==> src/rtl/memory_stage_pkg.sv <==
// Shared definitions for the memory stage: MemWrite encodings, data-memory
// access FSM states and the default wait-cycle limit.
package memory_stage_pkg;

  localparam int TIMEOUT_DEFAULT = 16;

  // 1x patterns are HI/LO moves; they travel as ALU results and never touch memory.
  typedef enum logic [1:0] {
    MW_NONE     = 2'b00,
    MW_STORE    = 2'b01,
    MW_HILO     = 2'b10,
    MW_HILO_ALT = 2'b11
  } memWriteT;

  typedef enum logic {
    ST_IDLE = 1'b0,
    ST_WAIT = 1'b1
  } dmemStateT;

endpackage

==> src/rtl/memory_stage_if.sv <==
// Data-memory port of the memory stage.
interface memory_stage_if;

  // The master raises dmem_req and holds dmem_addr/dmem_we/dmem_wdata steady
  // until a cycle with dmem_ready=1, which completes the access; a load's
  // dmem_rdata is valid in that cycle. dmem_ready is ignored while dmem_req=0.
  logic        dmem_req;
  logic        dmem_we;
  logic [31:0] dmem_addr;
  logic [31:0] dmem_wdata;
  logic [31:0] dmem_rdata;
  logic        dmem_ready;

  modport master (
    output dmem_req, dmem_we, dmem_addr, dmem_wdata,
    input  dmem_rdata, dmem_ready
  );

  modport slave (
    input  dmem_req, dmem_we, dmem_addr, dmem_wdata,
    output dmem_rdata, dmem_ready
  );

endinterface

==> src/rtl/memory_stage_dmem_access_fsm.sv <==
// Data-memory access sequencer: tracks outstanding wait states, generates the
// request and the pipeline stall, and abandons an access after TIMEOUT waits.
module dmem_access_fsm
  import memory_stage_pkg::*;
#(
  parameter int TIMEOUT = TIMEOUT_DEFAULT
) (
  input  logic      clk,
  input  logic      rst,
  input  logic      memOp,
  input  logic      aligned,
  input  logic      dmemReady,
  output logic      dmemReq,
  output logic      stall,
  output logic      timeout,
  output dmemStateT state
);

  localparam int CW = (TIMEOUT < 1) ? 1 : $clog2(TIMEOUT + 1);
  localparam logic [CW-1:0] TMAX = CW'(TIMEOUT);

  dmemStateT     stateNext;
  logic [CW-1:0] waitCnt;
  logic [CW-1:0] cntNext;

  always_ff @(posedge clk or posedge rst) begin
    if (rst) begin
      state   <= ST_IDLE;
      waitCnt <= '0;
    end else begin
      state   <= stateNext;
      waitCnt <= cntNext;
    end
  end

  always_comb begin
    stateNext = state;
    cntNext   = waitCnt;
    dmemReq   = 1'b0;
    timeout   = 1'b0;
    case (state)
      ST_IDLE: begin
        dmemReq = memOp & aligned;
        if (dmemReq && !dmemReady) begin
          stateNext = ST_WAIT;
          cntNext   = '0;
        end
      end
      ST_WAIT: begin
        // The request is withdrawn in the cycle the limit is reached, which releases the stall.
        if (waitCnt == TMAX) begin
          timeout   = 1'b1;
          stateNext = ST_IDLE;
        end else begin
          dmemReq = memOp & aligned;
          if (dmemReady) begin
            stateNext = ST_IDLE;
          end else begin
            cntNext = waitCnt + 1'b1;
          end
        end
      end
      default: stateNext = ST_IDLE;
    endcase
  end

  assign stall = dmemReq & ~dmemReady;

endmodule

==> src/rtl/memory_stage.sv <==
// Pipeline memory stage: EX/MEM register, data-memory access with wait states,
// timeout and misalignment handling, and the MEM/WB register feeding writeback.
module memory_stage
  import memory_stage_pkg::*;
#(
  parameter int TIMEOUT = TIMEOUT_DEFAULT
) (
  input  logic                 clk,
  input  logic                 rst,
  input  logic                 RegWriteE,
  input  logic                 MemToRegE,
  input  logic [1:0]           MemWriteE,
  input  logic [31:0]          ALUOutE,
  input  logic [31:0]          WriteDataE,
  input  logic [4:0]           WriteRegE,
  input  logic                 MultStartE,
  input  logic                 MultComplete,
  memory_stage_if.master       dmem,
  output logic                 StallM,
  output logic [31:0]          ALUOutM,
  output logic [4:0]           WriteRegM,
  output logic                 RegWriteM,
  output logic                 RegWriteW,
  output logic [4:0]           WriteRegW,
  output logic [31:0]          ResultW,
  output logic [1:0]           mem_err,
  output dmemStateT            dbgState
);

  logic        MemToRegM;
  logic [1:0]  MemWriteM;
  logic [31:0] WriteDataM;
  logic        MemToRegW;
  logic [31:0] ALUOutW;
  logic [31:0] ReadDataW;

  logic bubbleE;
  logic storeM;
  logic memOpM;
  logic alignedM;
  logic dmemReq;
  logic timeoutM;

  assign bubbleE  = MultStartE & ~MultComplete;
  assign storeM   = (MemWriteM == MW_STORE);
  assign memOpM   = MemToRegM | storeM;
  assign alignedM = (ALUOutM[1:0] == 2'b00);

  // EX/MEM: an unfinished multiply enters M as a bubble with all controls cleared.
  always_ff @(posedge clk or posedge rst) begin
    if (rst) begin
      RegWriteM  <= 1'b0;
      MemToRegM  <= 1'b0;
      MemWriteM  <= MW_NONE;
      ALUOutM    <= '0;
      WriteDataM <= '0;
      WriteRegM  <= '0;
    end else if (!StallM) begin
      RegWriteM  <= RegWriteE & ~bubbleE;
      MemToRegM  <= MemToRegE & ~bubbleE;
      MemWriteM  <= bubbleE ? MW_NONE : MemWriteE;
      ALUOutM    <= ALUOutE;
      WriteDataM <= WriteDataE;
      WriteRegM  <= WriteRegE;
    end
  end

  dmem_access_fsm #(.TIMEOUT(TIMEOUT)) u_access (
    .clk       (clk),
    .rst       (rst),
    .memOp     (memOpM),
    .aligned   (alignedM),
    .dmemReady (dmem.dmem_ready),
    .dmemReq   (dmemReq),
    .stall     (StallM),
    .timeout   (timeoutM),
    .state     (dbgState)
  );

  assign dmem.dmem_req   = dmemReq;
  assign dmem.dmem_we    = storeM;
  assign dmem.dmem_addr  = {ALUOutM[31:2], 2'b00};
  assign dmem.dmem_wdata = WriteDataM;

  // Load data is kept only from a completed request; misaligned and abandoned loads read as zero.
  always_ff @(posedge clk or posedge rst) begin
    if (rst) begin
      RegWriteW <= 1'b0;
      MemToRegW <= 1'b0;
      WriteRegW <= '0;
      ALUOutW   <= '0;
      ReadDataW <= '0;
    end else if (StallM) begin
      RegWriteW <= 1'b0;
    end else begin
      RegWriteW <= RegWriteM;
      MemToRegW <= MemToRegM;
      WriteRegW <= WriteRegM;
      ALUOutW   <= ALUOutM;
      ReadDataW <= (dmemReq & dmem.dmem_ready) ? dmem.dmem_rdata : '0;
    end
  end

  assign ResultW = MemToRegW ? ReadDataW : ALUOutW;

  always_ff @(posedge clk or posedge rst) begin
    if (rst) begin
      mem_err <= 2'b00;
    end else begin
      if (memOpM && !alignedM) mem_err[0] <= 1'b1;
      if (timeoutM)            mem_err[1] <= 1'b1;
    end
  end

endmodule

==> src/flat_wrapper.sv <==
// flat-port wrapper written by rule: the top's interface ports become plain ports
module memory_stage_flat import memory_stage_pkg::*;
#(
  parameter int TIMEOUT = TIMEOUT_DEFAULT
)
  (clk, rst, RegWriteE, MemToRegE, MemWriteE, ALUOutE, WriteDataE, WriteRegE, MultStartE, MultComplete, StallM, ALUOutM, WriteRegM, RegWriteM, RegWriteW, WriteRegW, ResultW, mem_err, dbgState, dmem_dmem_req, dmem_dmem_we, dmem_dmem_addr, dmem_dmem_wdata, dmem_dmem_rdata, dmem_dmem_ready);
  memory_stage_if dmem_i ();
  input  logic clk;
  input  logic rst;
  input  logic RegWriteE;
  input  logic MemToRegE;
  input  logic [1:0] MemWriteE;
  input  logic [31:0] ALUOutE;
  input  logic [31:0] WriteDataE;
  input  logic [4:0] WriteRegE;
  input  logic MultStartE;
  input  logic MultComplete;
  output logic StallM;
  output logic [31:0] ALUOutM;
  output logic [4:0] WriteRegM;
  output logic RegWriteM;
  output logic RegWriteW;
  output logic [4:0] WriteRegW;
  output logic [31:0] ResultW;
  output logic [1:0] mem_err;
  output dmemStateT dbgState;
  output wire logic [$bits(dmem_i.dmem_req)-1:0] dmem_dmem_req;
  output wire logic [$bits(dmem_i.dmem_we)-1:0] dmem_dmem_we;
  output wire logic [$bits(dmem_i.dmem_addr)-1:0] dmem_dmem_addr;
  output wire logic [$bits(dmem_i.dmem_wdata)-1:0] dmem_dmem_wdata;
  input wire logic [$bits(dmem_i.dmem_rdata)-1:0] dmem_dmem_rdata;
  input wire logic [$bits(dmem_i.dmem_ready)-1:0] dmem_dmem_ready;
  assign dmem_dmem_req = dmem_i.dmem_req;
  assign dmem_dmem_we = dmem_i.dmem_we;
  assign dmem_dmem_addr = dmem_i.dmem_addr;
  assign dmem_dmem_wdata = dmem_i.dmem_wdata;
  assign dmem_i.dmem_rdata = dmem_dmem_rdata;
  assign dmem_i.dmem_ready = dmem_dmem_ready;
  memory_stage #(.TIMEOUT(TIMEOUT)) u_core (.clk(clk), .rst(rst), .RegWriteE(RegWriteE), .MemToRegE(MemToRegE), .MemWriteE(MemWriteE), .ALUOutE(ALUOutE), .WriteDataE(WriteDataE), .WriteRegE(WriteRegE), .MultStartE(MultStartE), .MultComplete(MultComplete), .dmem(dmem_i), .StallM(StallM), .ALUOutM(ALUOutM), .WriteRegM(WriteRegM), .RegWriteM(RegWriteM), .RegWriteW(RegWriteW), .WriteRegW(WriteRegW), .ResultW(ResultW), .mem_err(mem_err), .dbgState(dbgState));
endmodule
==> config.mk <==
export PLATFORM = sky130hd
export DESIGN_NAME = memory_stage_flat
export DESIGN_NICKNAME = d
export VERILOG_FILES = /design/src/rtl/memory_stage_pkg.sv /design/src/rtl/memory_stage_if.sv /design/src/rtl/memory_stage_dmem_access_fsm.sv /design/src/rtl/memory_stage.sv /design/src/flat_wrapper.sv
export SDC_FILE = /design/constraint.sdc
export NUM_CORES = 1
export LEC_CHECK = 0
export CAP_MARGIN = 20
export CORE_MARGIN = 1
export CORE_UTILIZATION = 45
export CTS_BUF_LIST = sky130_fd_sc_hd__clkbuf_2
export CTS_CLUSTER_DIAMETER = 60
export DETAILED_ROUTE_END_ITERATION = 8
export PLACE_DENSITY = 0.92
export REMOVE_ABC_BUFFERS = 1
export SETUP_SLACK_MARGIN = 0.4
export SYNTH_ARGS = -nofsm -noshare
export SYNTH_HDL_FRONTEND = slang
export SYNTH_SLANG_ARGS = --single-unit
export TNS_END_PERCENT = 100
==> constraint.sdc <==
create_clock -name clk -period 5.8 [get_ports clk]
set_input_delay 0.58 -clock clk [delete_from_list [all_inputs] [get_ports clk]]
set_output_delay 0.58 -clock clk [all_outputs]
set_load 0.03 [all_outputs]
==> flow_summary.json, run 1 <==
{
  "status": "finished, final reports clean",
  "nets": 813,
  "worstMarginPinSlew_ns": 0.9800,
  "postSynthAreaPerCell_um2": 14.28,
  "cp_data_required_time_ns": 5.22,
  "synthFlopType": "dfrtp_1",
  "synth_top_cell_by_area": "dfrtp_1",
  "clock_sinks": 152,
  "p_comb_frac": 0.285,
  "cp-start-kind": "flop",
  "cp_slowest_cell": "o221ai_4",
  "r2r_setup_slack_ns": 2.89,
  "antenna_found_initial": 0,
  "path_cells": "inv_1 > ha_1 > nand4bb_1 > o221ai_4 > inv_1 > clkdlybuf4s50_1",
  "holdBufCountCts": 0,
  "crit_end": "dmem_dmem_req",
  "cp_num_cells": 6,
  "clkLatencyLatePin_ns": 0.72,
  "synthTopCellsByArea": "dfrtp_1 55%, mux2_4 13%, mux2_2 12%",
  "nFillCells": 1067,
  "arrival_ns": 3.51,
  "critical_path.top_delay_family": "compound AO/OA/AOI/OAI gates",
  "finalSetupViolCount": 0,
  "slew_headroom": 0.3466,
  "cts_tree": "yes",
  "dr_total_vias": 4510,
  "fin_crit_sh": 0.7046,
  "critPathKind": "reg -> out",
  "start_util": 0.4684,
  "cts_buffers": 17,
  "p_per_area_nw_per_um2": 261.3,
  "synthToLayoutAreaGrowth_pct": 36.70,
  "synth-seq-area-share": 0.5504,
  "period_needed_ns": 4.087,
  "post-place-ws_ns": 2.485,
  "rsz0062_at_grt": "no",
  "switching_share": 0.3291,
  "drcViolationCount": 0,
  "rr_startpoint": "u_core.u_access.waitCnt[0]",
  "ys_top_cells_by_count": "152 x dfrtp_1, 73 x mux2_2, 60 x mux2_4, 40 x mux2i_1",
  "p_total_mw": 2.468,
  "crit_fanout": 33,
  "wl_per_cell_um": 17.74,
  "ant_nets": 0,
  "row_count": 44,
  "post_cts_resize_count": 0,
  "synthesis.area_um2": 6910,
  "port_buffers": 253,
  "peakVddDrop_mv": 0.1765,
  "yosysWarningCount": 0,
  "synth-seq-cells": 152,
  "async_reset_ff_frac": 1.000,
  "cp-end-kind": "output port",
  "io_pins": 256,
  "grt_pass1_wl_mm": 25.56,
  "fp.dieH_um": 125.9,
  "setup_ws_ns": 1.713,
  "place_congestion": 0.7444,
  "dr.pass1.iters": 5,
  "crit_path_max_incr_delay_ns": 0.94,
  "p_sw_uw": 812.4,
  "wl_mm": 15.93,
  "coreArea_um2": 14750,
  "r2r_end": "u_core.ALUOutM[29]",
  "avgViaCountPerCell": 5.022,
  "clkPwrFrac": 0.219,
  "synth.most_common_cell": "dfrtp_1",
  "grt_max_degree": 103,
  "max_cap_violations": 0,
  "dieWidth_um": 125.9,
  "ff2ff_path_depth": 6,
  "cpMostUsedCell": "inv_1",
  "synth_top_area_frac": 0.5504,
  "antenna_cells": 0,
  "min_path_type": "in -> reg",
  "yosys.cell_types.count": 30,
  "synthCells": 484,
  "drive_above_1_share": 0.2437,
  "cts_root_buf": "clkbuf_2",
  "clkTransAtPathRegs_ns": 0.23,
  "fmax_mhz": 244.7,
  "grt-ovfl-total": 0,
  "synth_edf_count": 0,
  "maxSlewViolCount": 0,
  "htree_levels": 4,
  "intPower_mw": 1.656,
  "cts_buffer_depth": 2,
  "grt_pass1_vias": 4898,
  "drt-initial-drc-count": 198,
  "hold_violations": 0,
  "crit_path_start": "u_core.u_access.waitCnt[0]",
  "hpwlAfterDp_mm": 11.12,
  "p_leak_nw": 4.347,
  "skew_ns": 0.03822,
  "die_area_um2": 15860,
  "cts_setup_buffers": 0,
  "path_buf_inv": 3,
  "p_seq_frac": 0.496,
  "grt_use_total": 0.2091,
  "fin_setup_tns_ns": 0
}
==> cell usage in the layout (no fill, tap or decap), drive strengths merged <==
cell / instances
o211ai: 1
nor2: 38
clkinvlp: 5
nand2: 17
conb: 2
or2: 1
o221ai: 7
bufinv: 1
o21a: 1
nor3b: 1
buf: 5
clkbuf: 20
nor3: 1
nand3: 2
o21bai: 3
mux2: 133
nand2b: 1
and2: 3
inv: 13
dfrtp: 152
mux2i: 40
a21oi: 2
nor2b: 3
nand4bb: 1
ha: 2
clkdlybuf4s50: 252
o21ai: 2
clkinv: 5
==> sequential cells by signal, indices dropped and copies added (netlist names), 5 cells and up <==
| register | flops |
|---|---|
| u_core.dmem.dmem_wdata | 32 |
| u_core.WriteRegW | 5 |
| u_core.WriteRegM | 5 |
| u_core.ALUOutW | 32 |
| u_core.u_access.waitCnt | 5 |
| u_core.ALUOutM | 32 |
| u_core.ReadDataW | 32 |
==> metrics by stage <==
step	util	instances	hold WS (ns)	area [um2]
6_report	0.6403	898	0.3836	9447
5_1_grt	0.6403	898	0.2991	9447
4_1_cts	0.6403	898	0.3284	9447
3_5_place_dp	0.6264	866	0.4908	9243
3_3_place_gp	0.6264	866	0.4678	9243
2_1_floorplan	-	425	0.4770	6431
==> layout make-up <==
class	count	area [um2]	area share
flip-flops and latches	152	3805	0.4028
clock inverters	12	103.9	0.01099
repair buffers	257	2557	0.2707
clock buffers	20	100.1	0.01060
inverters	12	50.05	0.005298
multi-input cells	261	2600	0.2752
well taps	184	230.2	0.02437
==> worst min-delay path by stage <==
stage | cells past startpoint | slack [ns] | end | startpoint
2_1_floorplan | 1 | 0.48 | u_core.ALUOutW[31] | u_core.ALUOutW[31]
3_3_place_gp | 1 | 0.47 | u_core.mem_err[0] | u_core.mem_err[0]
3_5_place_dp | 1 | 0.49 | u_core.mem_err[1] | u_core.mem_err[1]
5_1_grt | 3 | 0.30 | u_core.RegWriteM | RegWriteE
6_report | 3 | 0.38 | u_core.RegWriteM | RegWriteE
4_1_cts | 3 | 0.33 | u_core.RegWriteM | RegWriteE
==> worst min-delay path, cell delays in order <==
cell	delay, ns
clkdlybuf4s50_1	0.40
nand2_1	0.06
mux2i_1	0.06
==> cells by family after synthesis <==
group / share of synthesized area
and+or+nand+nor: 0.04201
AOI/OAI and AO/OA: 0.01974
buffers and inverters: 0.07641
other: 0.0005427
DFF: 0.5504
adders and majority gates: 0.003621
muxes: 0.3073
==> metal layers <==
layer / share of wire / GRT usage / vias up
met3: 0.080 / 0.08199 / 15
met5: 0 / 0 / -
met4: 0.0099 / 0.05811 / 0
li1: - / - / 2058
met1: 0.40 / 0.2369 / 2251
met2: 0.51 / 0.3653 / 186
==> power by group through the flow <==
| stage | logic, mW | registers, mW | clock network [mW] |
|---|---|---|---|
| 2_1_floorplan | 0.296 | 1.34 | 0 |
| 3_3_place_gp | 0.691 | 1.23 | 0 |
| 3_5_place_dp | 0.708 | 1.24 | 0 |
| 4_1_cts | 0.712 | 1.22 | 0.553 |
| 5_1_grt | 0.742 | 1.24 | 0.601 |
| 6_report | 0.704 | 1.22 | 0.540 |
Note: power is estimated with default switching activity, not from simulation.
==> run 2, diff against run 1 <==
--- a/config.mk
+++ b/config.mk
@@ -7,11 +7,11 @@
 export LEC_CHECK = 0
 export CAP_MARGIN = 20
 export CORE_MARGIN = 1
-export CORE_UTILIZATION = 45
+export CORE_UTILIZATION = 42
 export CTS_BUF_LIST = sky130_fd_sc_hd__clkbuf_2
 export CTS_CLUSTER_DIAMETER = 60
 export DETAILED_ROUTE_END_ITERATION = 8
-export PLACE_DENSITY = 0.92
+export PLACE_DENSITY = 0.9
 export REMOVE_ABC_BUFFERS = 1
 export SETUP_SLACK_MARGIN = 0.4
 export SYNTH_ARGS = -nofsm -noshare
==> constraint.sdc (replaced) <==
create_clock -name clk -period 3.5 [get_ports clk]
set_input_delay 0.35 -clock clk [delete_from_list [all_inputs] [get_ports clk]]
set_output_delay 0.35 -clock clk [all_outputs]
set_load 0.03 [all_outputs]
==> flow_summary.json, run 2 (synthesis results as in run 1) <==
{
  "dr.pass1.iters": 4,
  "cts_setup_buffers": 0,
  "hold_violations": 0,
  "hpwlAfterDp_mm": 10.93,
  "clock_sinks": 152,
  "grt_pass1_wl_mm": 24.66,
  "met1_usage": 0.2343,
  "cts_buffer_depth": 2,
  "fin_setup_tns_ns": 0,
  "fp.dieH_um": 130.3,
  "final_cell_mix": "250 x clkdlybuf4s50_1, 151 x dfrtp_1, 73 x mux2_2, 60 x mux2_4, 40 x mux2i_1",
  "nets": 814,
  "holdBufCountCts": 0,
  "ant_nets": 0,
  "antenna_found_initial": 0,
  "wl_per_cell_um": 17.15,
  "min_path_type": "in -> async",
  "cts_tree": "yes",
  "maxSlewViolCount": 0,
  "p_per_area_nw_per_um2": 443.6,
  "busiest_layer": "met2",
  "grt_use_met2": 0.3245,
  "crit_fanout": 35,
  "coreArea_um2": 16000,
  "drt-initial-drc-count": 219,
  "ff2ff_path_depth": 6,
  "io_pins": 256,
  "setup_ws_ns": 0.5846,
  "period_needed_ns": 2.915,
  "die_area_um2": 16970,
  "cts_buffers": 17,
  "place_congestion": 0.7325,
  "slew_headroom": 0.4585,
  "htree_levels": 4,
  "port_buffers": 253,
  "grt_pass1_vias": 4694,
  "grtUsageMet3": 0.06314,
  "synthToLayoutAreaGrowth_pct": 38.82,
  "critPathKind": "reg -> out",
  "finalSetupViolCount": 0,
  "grt_max_degree": 113,
  "nFillCells": 1297,
  "drive_above_1_share": 0.2434,
  "dr_total_vias": 4520,
  "fin_crit_sh": 0.8330,
  "skew_ns": 0.02769,
  "post-place-ws_ns": 0.8803,
  "placed_area_um2": 9315,
  "p_leak_nw": 4.401,
  "finalInstanceArea_um2": 9593,
  "cp_data_required_time_ns": 3.15,
  "clkLatencyLatePin_ns": 0.71,
  "rsz0062_at_grt": "no",
  "wl_mm": 15.96,
  "status": "finished, final reports clean",
  "final_common_cell": "clkdlybuf4s50_1",
  "dieWidth_um": 130.3,
  "arrival_ns": 2.57,
  "p_total_mw": 4.256,
  "worstMarginPinSlew_ns": 0.8122,
  "grt_use_total": 0.1948,
  "utilization": 0.5995,
  "cp-end-kind": "output port",
  "antenna_cells": 0,
  "drcViolationCount": 0,
  "row_count": 46,
  "max_cap_violations": 0,
  "grt-ovfl-total": 0,
  "cts_root_buf": "clkbuf_2",
  "start_util": 0.4319,
  "cp-start-kind": "flop",
  "fmax_mhz": 343.0,
  "avgViaCountPerCell": 4.855,
  "peakVddDrop_mv": 0.2578,
  "clkTransAtPathRegs_ns": 0.23
}
[run 2: layout make-up]
type                            count  area, um2  share of cell area
Tap cell                          216      270.3             0.02817
Sequential cell                   152       3807              0.3969
Multi-Input combinational cell    261       2616              0.2727
Clock inverter                     15      176.4             0.01839
Clock buffer                       17      85.08            0.008869
Timing Repair Buffer              258       2587              0.2697
Inverter                           12      50.05            0.005217
[run 2: path summary, 6_finish.rpt]
kind,from,endpoint,slack [ns]
min in group clk,RegWriteE,u_core.RegWriteM,0.16
max reg2reg,u_core.u_access.waitCnt[0],u_core.ALUOutM[28],1.05
min,rst,u_core.dmem.dmem_wdata[2],0.12
max,u_core.MemToRegW,ResultW[3],0.58
min reg2reg,u_core.mem_err[1],u_core.mem_err[1],0.51
max in group asynchronous,rst,u_core.ALUOutW[10],2.60
[run 2: through the flow]
step,std cells,hold slack [ns]
floorplan,425,0.4131
global placement,899,0.4543
detailed placement,899,0.4603
CTS,931,0.06075
global route,931,0.07811
finish,931,0.1237
[run 2: report_power, final]
part	total (mW)	internal [mW]	switching (mW)
Clock	1.06	0.401	0.655
Sequential	2.03	1.90	0.136
Combinational	1.17	0.597	0.572
[run 2: layer usage]
| layer | vias to the layer above | share of wire |
|---|---|---|
| met1 | 2253 | 0.41 |
| met3 | 23 | 0.074 |
| met5 | - | 0 |
| met2 | 178 | 0.50 |
| met4 | 0 | 0.019 |
| li1 | 2066 | - |
[run 2: timing repair]
item,4_1_cts,5_1_grt
resized for setup,4,1
hold endpoints to repair,0,0
endpoints found under the setup margin,33,1
[run 2: critical path: stages (launching register included)]
cell,delay [ns]
dfrtp_4,0.82
mux2_2,0.41
clkdlybuf4s50_1,0.61
